File: src/rtl/pc_pkg.sv
// Shared constants and the next-PC source encoding for the program-counter generator.
package pc_pkg;

    localparam int unsigned INSTR_BYTES = 4;
    // Return address skips the branch delay slot.
    localparam int unsigned RA_OFFSET   = 8;

    localparam logic [31:0] DEF_RESET_VEC = 32'h0000_0000;
    localparam logic [31:0] DEF_EXC_VEC   = 32'h8000_0180;

    typedef enum logic [2:0] {
        SRC_EXC,
        SRC_REDIR,
        SRC_CALL,
        SRC_RET,
        SRC_SEQ,
        SRC_HOLD
    } pc_src_e;

endpackage

File: src/rtl/pc_gen_if.sv
// Fetch-side handshake, predecode hints and EX/exception redirects of the PC generator.
interface pc_gen_if #(
    parameter int unsigned ADDR_W    = 32,
    parameter int unsigned RAS_DEPTH = 4
);
    localparam int unsigned CNT_W = $clog2(RAS_DEPTH) + 1;

    logic [ADDR_W-1:0] pc_out;
    logic              pc_valid;
    logic              fetch_ready;
    logic              call_hint;
    logic [ADDR_W-1:0] call_target;
    logic              ret_hint;
    logic              redirect_valid;
    logic [ADDR_W-1:0] redirect_pc;
    logic              exc_valid;
    logic [CNT_W-1:0]  ras_count;

    // PC generator side.
    modport master (
        output pc_out, pc_valid, ras_count,
        input  fetch_ready, call_hint, call_target, ret_hint,
               redirect_valid, redirect_pc, exc_valid
    );

    // Fetch / pipeline side.
    modport slave (
        input  pc_out, pc_valid, ras_count,
        output fetch_ready, call_hint, call_target, ret_hint,
               redirect_valid, redirect_pc, exc_valid
    );
endinterface

File: src/rtl/pc_ras.sv
// Circular return-address stack; a push when full overwrites the oldest entry.
module pc_ras #(
    parameter int unsigned ADDR_W = 32,
    parameter int unsigned DEPTH  = 4
) (
    input  logic                         clk,
    input  logic                         pc_reset_n,
    input  logic                         push,
    input  logic                         pop,
    input  logic                         flush,
    input  logic [ADDR_W-1:0]            push_addr,
    output logic [ADDR_W-1:0]            top,
    output logic [$clog2(DEPTH):0]       count
);
    localparam int unsigned PTR_W = $clog2(DEPTH);
    localparam int unsigned CNT_W = PTR_W + 1;

    logic [ADDR_W-1:0] mem [DEPTH];
    // ptr addresses the next free slot; top is the slot just below it.
    logic [PTR_W-1:0]  ptr;
    logic [CNT_W-1:0]  cnt;

    assign top   = mem[ptr - PTR_W'(1)];
    assign count = cnt;

    // Stack storage, pointer and saturating occupancy count.
    always_ff @(posedge clk or negedge pc_reset_n) begin
        if (!pc_reset_n) begin
            ptr <= '0;
            cnt <= '0;
            for (int i = 0; i < int'(DEPTH); i++) begin
                mem[i] <= '0;
            end
        end else if (flush) begin
            ptr <= '0;
            cnt <= '0;
        end else if (push) begin
            mem[ptr] <= push_addr;
            ptr      <= ptr + PTR_W'(1);
            if (cnt != CNT_W'(DEPTH)) begin
                cnt <= cnt + CNT_W'(1);
            end
        end else if (pop && cnt != '0) begin
            ptr <= ptr - PTR_W'(1);
            cnt <= cnt - CNT_W'(1);
        end
    end
endmodule

File: src/rtl/pc_gen.sv
// Program-counter generator: prioritised next-PC selection, fetch handshake and RAS prediction.
module pc_gen
    import pc_pkg::*;
#(
    parameter int unsigned       ADDR_W    = 32,
    parameter logic [ADDR_W-1:0] RESET_VEC = ADDR_W'(DEF_RESET_VEC),
    parameter logic [ADDR_W-1:0] EXC_VEC   = ADDR_W'(DEF_EXC_VEC),
    parameter int unsigned       RAS_DEPTH = 4
) (
    input  logic       clk,
    input  logic       pc_reset_n,
    pc_gen_if.master   bus
);
    localparam int unsigned CNT_W = $clog2(RAS_DEPTH) + 1;

    logic [ADDR_W-1:0] pc_q, pc_d;
    logic              valid_q;
    logic              accept;
    pc_src_e           src;
    logic [ADDR_W-1:0] ras_top;
    logic [CNT_W-1:0]  ras_cnt;

    assign accept = valid_q & bus.fetch_ready;

    // Pick the next-PC source in priority order; hints only count on an accept.
    always_comb begin
        src = SRC_HOLD;
        if (bus.exc_valid) begin
            src = SRC_EXC;
        end else if (bus.redirect_valid) begin
            src = SRC_REDIR;
        end else if (accept) begin
            if (bus.call_hint) begin
                src = SRC_CALL;
            end else if (bus.ret_hint && ras_cnt != '0) begin
                src = SRC_RET;
            end else begin
                src = SRC_SEQ;
            end
        end
    end

    // Form the next PC; every loaded address is forced word-aligned.
    always_comb begin
        pc_d = pc_q;
        unique case (src)
            SRC_EXC:   pc_d = {EXC_VEC[ADDR_W-1:2], 2'b00};
            SRC_REDIR: pc_d = {bus.redirect_pc[ADDR_W-1:2], 2'b00};
            SRC_CALL:  pc_d = {bus.call_target[ADDR_W-1:2], 2'b00};
            SRC_RET:   pc_d = {ras_top[ADDR_W-1:2], 2'b00};
            SRC_SEQ:   pc_d = pc_q + ADDR_W'(INSTR_BYTES);
            default:   pc_d = pc_q;
        endcase
    end

    // PC register; pc_valid rises on the first edge after reset release.
    always_ff @(posedge clk or negedge pc_reset_n) begin
        if (!pc_reset_n) begin
            pc_q    <= {RESET_VEC[ADDR_W-1:2], 2'b00};
            valid_q <= 1'b0;
        end else begin
            pc_q    <= pc_d;
            valid_q <= 1'b1;
        end
    end

    pc_ras #(
        .ADDR_W (ADDR_W),
        .DEPTH  (RAS_DEPTH)
    ) u_ras (
        .clk        (clk),
        .pc_reset_n (pc_reset_n),
        .push       (src == SRC_CALL),
        .pop        (src == SRC_RET),
        .flush      (src == SRC_EXC),
        .push_addr  (pc_q + ADDR_W'(RA_OFFSET)),
        .top        (ras_top),
        .count      (ras_cnt)
    );

    assign bus.pc_out    = pc_q;
    assign bus.pc_valid  = valid_q;
    assign bus.ras_count = ras_cnt;
endmodule

File: src/flat_wrapper.sv
// flat-port wrapper written by rule: the top's interface ports become plain ports
module pc_gen_flat import pc_pkg::*;
#(
    parameter int unsigned       ADDR_W    = 32,
    parameter logic [ADDR_W-1:0] RESET_VEC = ADDR_W'(DEF_RESET_VEC),
    parameter logic [ADDR_W-1:0] EXC_VEC   = ADDR_W'(DEF_EXC_VEC),
    parameter int unsigned       RAS_DEPTH = 4
)
  (clk, pc_reset_n, bus_pc_out, bus_pc_valid, bus_ras_count, bus_fetch_ready, bus_call_hint, bus_call_target, bus_ret_hint, bus_redirect_valid, bus_redirect_pc, bus_exc_valid);
  pc_gen_if #(.ADDR_W(ADDR_W), .RAS_DEPTH(RAS_DEPTH)) bus_i ();
  input  logic clk;
  input  logic pc_reset_n;
  output wire logic [$bits(bus_i.pc_out)-1:0] bus_pc_out;
  output wire logic [$bits(bus_i.pc_valid)-1:0] bus_pc_valid;
  output wire logic [$bits(bus_i.ras_count)-1:0] bus_ras_count;
  input wire logic [$bits(bus_i.fetch_ready)-1:0] bus_fetch_ready;
  input wire logic [$bits(bus_i.call_hint)-1:0] bus_call_hint;
  input wire logic [$bits(bus_i.call_target)-1:0] bus_call_target;
  input wire logic [$bits(bus_i.ret_hint)-1:0] bus_ret_hint;
  input wire logic [$bits(bus_i.redirect_valid)-1:0] bus_redirect_valid;
  input wire logic [$bits(bus_i.redirect_pc)-1:0] bus_redirect_pc;
  input wire logic [$bits(bus_i.exc_valid)-1:0] bus_exc_valid;
  assign bus_pc_out = bus_i.pc_out;
  assign bus_pc_valid = bus_i.pc_valid;
  assign bus_ras_count = bus_i.ras_count;
  assign bus_i.fetch_ready = bus_fetch_ready;
  assign bus_i.call_hint = bus_call_hint;
  assign bus_i.call_target = bus_call_target;
  assign bus_i.ret_hint = bus_ret_hint;
  assign bus_i.redirect_valid = bus_redirect_valid;
  assign bus_i.redirect_pc = bus_redirect_pc;
  assign bus_i.exc_valid = bus_exc_valid;
  pc_gen #(.ADDR_W(ADDR_W), .RESET_VEC(RESET_VEC), .EXC_VEC(EXC_VEC), .RAS_DEPTH(RAS_DEPTH)) u_core (.clk(clk), .pc_reset_n(pc_reset_n), .bus(bus_i));
endmodule
File: config.mk
export PLATFORM = sky130hd
export DESIGN_NAME = pc_gen_flat
export DESIGN_NICKNAME = d
export VERILOG_FILES = /design/src/rtl/pc_pkg.sv /design/src/rtl/pc_gen_if.sv /design/src/rtl/pc_ras.sv /design/src/rtl/pc_gen.sv /design/src/flat_wrapper.sv
export SDC_FILE = /design/constraint.sdc
export NUM_CORES = 1
export LEC_CHECK = 0
export CAP_MARGIN = 20
export CORE_MARGIN = 3
export CORE_UTILIZATION = 40
export CTS_BUF_LIST = sky130_fd_sc_hd__clkbuf_16
export CTS_CLUSTER_DIAMETER = 150
export DETAILED_ROUTE_END_ITERATION = 8
export SETUP_SLACK_MARGIN = 0.3
export SLEW_MARGIN = 20
export SYNTH_ARGS = -nofsm -noshare
export SYNTH_HDL_FRONTEND = slang
export SYNTH_SLANG_ARGS = --single-unit
File: constraint.sdc
create_clock -name clk -period 5.45 [get_ports clk]
set_input_delay 0.545 -clock clk [delete_from_list [all_inputs] [get_ports clk]]
set_output_delay 0.545 -clock clk [all_outputs]
set_load 0.02 [all_outputs]
---- Word-level counts from Yosys, hierarchy flattened ----
Cells that the tools add are included.
storage, ports and cells
  bits in registers ....................... 166
  bits of input ports ..................... 71
  output and inout port bits .............. 36
  logic and storage cells ................. 55
cells by class
  add/subtract/negate cells ............... 6
  magnitude comparators ................... 3
  equal/unequal tests ..................... 6
  muxes and demuxes ....................... 19
  bitwise operators ....................... 4
  reductions and logical operators ........ 9
operator list
  kind                                                        number
  one-hot mux 32 bit (5 select lines)                         1
  bitwise mux 128 bit                                         1
  2-to-1 mux 32 bit                                           3
  binary-select mux 32 bit (select 2 bit)                     1
  demux 32 bit (select 2 bit)                                 1
  adder 32 x 3 -> 32 bit, second input constant               1
  adder 32 x 4 -> 32 bit, second input constant               1
  2-to-1 mux 3 bit                                            9
  == test 3 x 2 -> 1 bit, second input constant               2
  >= comparator 3 bit, second input constant                  2
  2-to-1 mux 2 bit                                            3
  NOT 2 -> 3 bit                                              2
  nonzero test 3 bit                                          2
  nonzero test 5 bit                                          1
  AND reduction 2 bit                                         2
  adder 3 x 1 -> 3 bit, second input constant                 1
  == test 3 x 1 -> 1 bit, second input constant               1
  == test 3 bit, second input constant                        1
  logical AND 1 bit                                           3
  zero test 3 bit                                             1
  less-than comparator 3 x 1 -> 1 bit, second input constant  1
  != test 3 x 1 -> 1 bit, second input constant               1
  != test 3 bit, second input constant                        1
  subtractor 3 x 1 -> 3 bit, second input constant            1
  other kinds (4)                                             4

---- Logic depth before layout (Yosys ltp) ----
  depth after elaboration ................. 12
  gate-level depth with buffers ........... 9

---- Hierarchy ----
A second synthesis with hierarchy kept.
unflattened totals
  cell total of the unflattened synthesis .. 707
  area, all modules ....................... 8949.8 µm²
by module, submodules not included
  module  times used  cells an instance  area an instance (µm²)  seq. area each (µm²)
  pc_ras  1           355                5987.0                  3328.2
  pc_gen  1           352                2962.8                  775.7

---- Worst setup path after synthesis ----
Ideal clock, no wire load.
  path kind ............................... reg-to-reg
  start ................................... reg u_core.u_ras.ptr[0]
  end ..................................... reg u_core.pc_q[7], in the netlist u_core.bus.pc_out[7]
  library setup time ...................... 0.140 ns
  data arrival time ....................... 2.352 ns
  data required time ...................... 5.310 ns
  path slack .............................. 2.959 ns
  cell stages (with the launch flop) ...... 9
  buffers on the path ..................... 3
  cell sequence ........................... dfrtp_1 buf_2 buf_2 inv_1 ha_1 clkbuf_1 mux4_2 a2111oi_0 a211oi_1
on the way
  cells in the longest elaborated chain, start to end .. 6
RTL lines
  what                                                   line          RTL
  start: declaration                                     pc_ras.sv:20  logic [PTR_W-1:0] ptr;
  start signal: assignment                               pc_ras.sv:39  ptr <= ptr + PTR_W'(1);
  start signal: assignment                               pc_ras.sv:44  ptr <= ptr - PTR_W'(1);
  subtractor 2 x 1 -> 2 bit                              pc_ras.sv:23  assign top = mem[ptr - PTR_W'(1)];
  NOT 2 -> 3 bit (not written as such)                   pc_ras.sv:23
  binary-select mux 32 bit (select 2 bit)                pc_ras.sv:23
  2-to-1 mux 32 bit (not written as such) (2 in series)  pc_ras.sv:23
  one-hot mux 32 bit (5 select lines)                    pc_gen.sv:46  unique case (src)
  end signal: assignment                                 pc_gen.sv:59  pc_q <= {RESET_VEC[ADDR_W-1:2], 2'b00};
  end signal: assignment                                 pc_gen.sv:62  pc_q <= pc_d;
  end: declaration                                       pc_gen.sv:16  logic [ADDR_W-1:0] pc_q, pc_d;
No other way between the ends. The select of a mux whose other input is x is not followed.
A chain may end at the register's enable or synchronous reset.

---- Worst setup path after layout ----
  start ................................... in bus_exc_valid
  end ..................................... reg u_core.pc_q[29], in the netlist u_core.bus.pc_out[29]
on the way
  cells in the longest elaborated chain, start to end .. 3
  elaborated cells between the ends (all ways) .. 8
  those cells by class .................... eq/ne (4); mux (2); reduce/logical (2)
RTL lines
  what                                                                              line                RTL
  start: declaration                                                                flat_wrapper.sv:22  input wire logic [$bits(bus_i.exc_valid)-1:0] bus_exc_valid;
  2-to-1 mux 3 bit (*)                                                              pc_gen.sv:28        if (bus.exc_valid) begin
  == test 3 bit (tied with other cells)                                             pc_gen.sv:46
  one-hot mux 32 bit (5 select lines) / nonzero test 5 bit (equally long branches)  n/a
Every way passes the cells marked *; elsewhere a longest branch is shown, timed or not.

==> results.sh <==
export IMPL_clock_skew_ps=6.531
export IMPL_regToRegStartpoint="u_core.u_ras.count[0]$_DFFE_PN0P_"
export IMPL_dp_hpwl_microns=14820
export IMPL_post_cts_buffers=0
export IMPL_setup_ws_ps=2350
export IMPL_antenna_cells=0
export IMPL_min_period_over_period_pct=56.88
export IMPL_post_place_cells=1105
export IMPL_synth_edf_count=0
export IMPL_final_common_cell="dfrtp_1"
export IMPL_tritoncts="yes"
export IMPL_drt_iter0_drc=454
export IMPL_synth_adder_area_share_pct=1.177
export IMPL_endpoint="u_core.bus.pc_out[29]$_DFFE_PN0P_"
export IMPL_setup_viol=0
export IMPL_die_area_sq_mm=0.02194
export IMPL_clk_pin_slew_ps=60
export IMPL_yosys_area_share_simple_pct=15.50
export IMPL_grt_use_met2_pct=33.61
export IMPL_drc_errors=0
export IMPL_clock_path_buffers=2
export IMPL_wl_microns=22720
export IMPL_relSlewSlack_pct=23.18
export IMPL_synth_flop_cell="dfrtp_1"
export IMPL_grt_busiest_layer="met2"
export IMPL_fin_area_sq_mm=0.009718
export IMPL_final_layout_size_suffix_gt1_share_pct=10.78
export IMPL_synth_cell_types=60
export IMPL_worst_slew_pin_slew_ps=1151
export IMPL_post_place_ws_ps=1941
export IMPL_ys_warn_count=0
export IMPL_synth_seq_cells=156
export IMPL_start_kind="primary input"
export IMPL_crit_arrival_ps=3400
export IMPL_final_setup_tns_ps=0
export IMPL_ir_drop_mv=0.1928
export IMPL_intPower_uw=1978
export IMPL_std_cell_rows=51
export IMPL_max_freq_mhz=322.6
export IMPL_cts_hold_fix_buffers=0
export IMPL_reg2reg_to="u_core.bus.pc_out[17]$_DFFE_PN0P_"
export IMPL_die_x_microns=148.1
export IMPL_path_max_fanout=19
export IMPL_r2r_setup_slack_ps=2590
export IMPL_grt_pass1_vias=6383
export IMPL_fillers=1854
export IMPL_wl_per_cell_microns=19.98
export IMPL_vias_per_cell=5.609
export IMPL_grt_remaining_overflow=0
export IMPL_power_per_cell_area_mw_per_mm2=276.3
export IMPL_finalCriticalPeriod_ps=3100
export IMPL_cts_repair_resized=0
export IMPL_reg2regPathDepth=5
export IMPL_pin_count=107
export IMPL_grt_use_met1_pct=30.70
export IMPL_synth_compound_area_share_pct=16.45
export IMPL_max_cap_violations=0
export IMPL_timing_final_max_slew_violations=0
export IMPL_syn_to_final_growth_pct=20.31
export IMPL_io_buffers=100
export IMPL_synth_xor_area_share_pct=4.430
export IMPL_finalHoldViolCount=0
export IMPL_fp_dieH_microns=148.1
export IMPL_fin_cells=1137
export IMPL_dr_total_vias=6377
export IMPL_p_comb_share_pct=11.2
export IMPL_track_usage_pct=21.41
export IMPL_rsz0062_at_grt="false"
export IMPL_power_frac_clock_pct=40.8
export IMPL_ant_nets=0
export IMPL_grt_pass1_wl_microns=36380
export IMPL_grt_max_degree=101
export IMPL_p_leak_uw=0.003958
export IMPL_cts_root_buf="clkbuf_16"
export IMPL_antenna_found_initial=0
export IMPL_async_reset_ff_share_pct=100.0
export IMPL_mostFrequentLayoutCells="dfrtp_1 (155), nand2_1 (153), o21ai_0 (129), clkdlybuf4s50_1 (99), mux4_2 (30)"
export IMPL_clock_sinks=156
export IMPL_cp_end_kind="register"
export IMPL_start_util_pct=41.10
export IMPL_min_path_type="in2async"
export IMPL_path_class="in2reg"
export IMPL_nets=937
export IMPL_critPathLaunch="bus_exc_valid"
export IMPL_drt_pass1_iter_count=6
export IMPL_htreeDepth=4
export IMPL_required_ps=5750
export IMPL_clk_latency_ps=420
export IMPL_ys_seq_area_share_pct=48.33
export IMPL_swShare_pct=26.33
export IMPL_cts_buffers=17
export IMPL_routabilityCongestion=0.8079
export IMPL_synth_top_family_by_area="compound AO/OA/AOI/OAI gates"
export IMPL_p_seq_share_pct=48.0
export IMPL_use_met3_pct=4.327
export IMPL_synth_area_per_cell_sq_um=10.14
export IMPL_synthCells=797
export IMPL_placedInstanceArea_sq_mm=0.009166
export IMPL_core_area_sq_mm=0.01965
export IMPL_muxShareOfSynthArea_pct=9.743
export IMPL_synth_area_sq_mm=0.008078
export IMPL_p_switching_uw=707.0
export IMPL_status="finished clean"
==> metal layers <==
metal,vias up,routed length (microns)
met4,0,276
met5,-,0
met1,3177,10500
met3,15,1233
li1,3016,-
met2,169,10710
==> power groups by stage <==
stage          combinational [uW]  sequential [uW]  clock [uW]
3_3_place_gp                  301             1310           0
3_5_place_dp                  304             1310           0
6_report                      302             1290        1090
2_1_floorplan                 147             1300           0
5_1_grt                       334             1300        1170
4_1_cts                       305             1290        1110
==> critical path, stage by stage <==
cell and delay, ps:
clkdlybuf4s50_1 400, buf_4 210, and4bb_1 400, nand2b_1 350
nor2_2 990, a222oi_1 300, o311ai_0 200
==> cell families after synthesis <==
logic type               after synthesis
AO/OA/AOI/OAI                        222
XOR/XNOR                              40
buffers and inverters                 72
other                                  2
multiplexers                          40
adder cells (fa/ha/maj)                7
AND/OR/NAND/NOR                      258
flip-flops                           156
==> synth_stat cells (12+ instances only) <==
cell	count	area [sq um]
nor2_1	19	71.32
clkbuf_1	29	108.9
nand2_1	157	589.3
nand3_1	20	100.1
a21oi_1	24	120.1
dfrtp_1	156	3904
xnor2_1	12	105.1
buf_2	24	120.1
a222oi_1	19	190.2
mux4_2	30	675.7
xor2_1	27	236.5
o21ai_0	129	645.6
==> registers in the layout, indices dropped and copies added, names as in the netlist <==
| register | count |
|---|---|
| u_core.u_ras.count | 3 |
| u_core.bus.pc_out | 30 |
| u_core.u_ras.mem | 120 |
| u_core.bus.pc_valid | 1 |
| u_core.u_ras.ptr | 2 |
==> worst min path at each step <==
stage	from	end	slack, ps	cells past startpoint
floorplan	pc_reset_n	u_core.bus.pc_out[10]$_DFFE_PN0P_	250	0
global placement	u_core.u_ras.mem[69]$_DFFE_PN0P_	u_core.u_ras.mem[69]$_DFFE_PN0P_	460	2
detailed placement	u_core.u_ras.mem[106]$_DFFE_PN0P_	u_core.u_ras.mem[106]$_DFFE_PN0P_	470	2
CTS	pc_reset_n	u_core.u_ras.mem[9]$_DFFE_PN0P_	280	1
global route	pc_reset_n	u_core.u_ras.mem[9]$_DFFE_PN0P_	300	1
finish	pc_reset_n	u_core.u_ras.mem[9]$_DFFE_PN0P_	220	1
==> stage by stage <==
step / hold slack, ps / total power (uW) / util, %
finish: 218.4 / 2685 / 49.45
global route: 296.3 / 2796 / 49.45
CTS: 282.4 / 2700 / 49.37
detailed placement: 465.8 / 1613 / 46.64
global placement: 457.9 / 1609 / 46.64
floorplan: 249.4 / 1446 / -
==> area by class of cell <==
type	count	area, sq um	area share [%]
clock buffers	17	425.4	4.377
repair buffers	108	1062	10.93
multi-input cells	570	3860	39.72
clock inverters	15	111.4	1.146
inverters	6	22.52	0.2317
flip-flops and latches	156	3905	40.18
well taps	265	331.6	3.412
No activity file was read; power rests on OpenSTA's default activity.
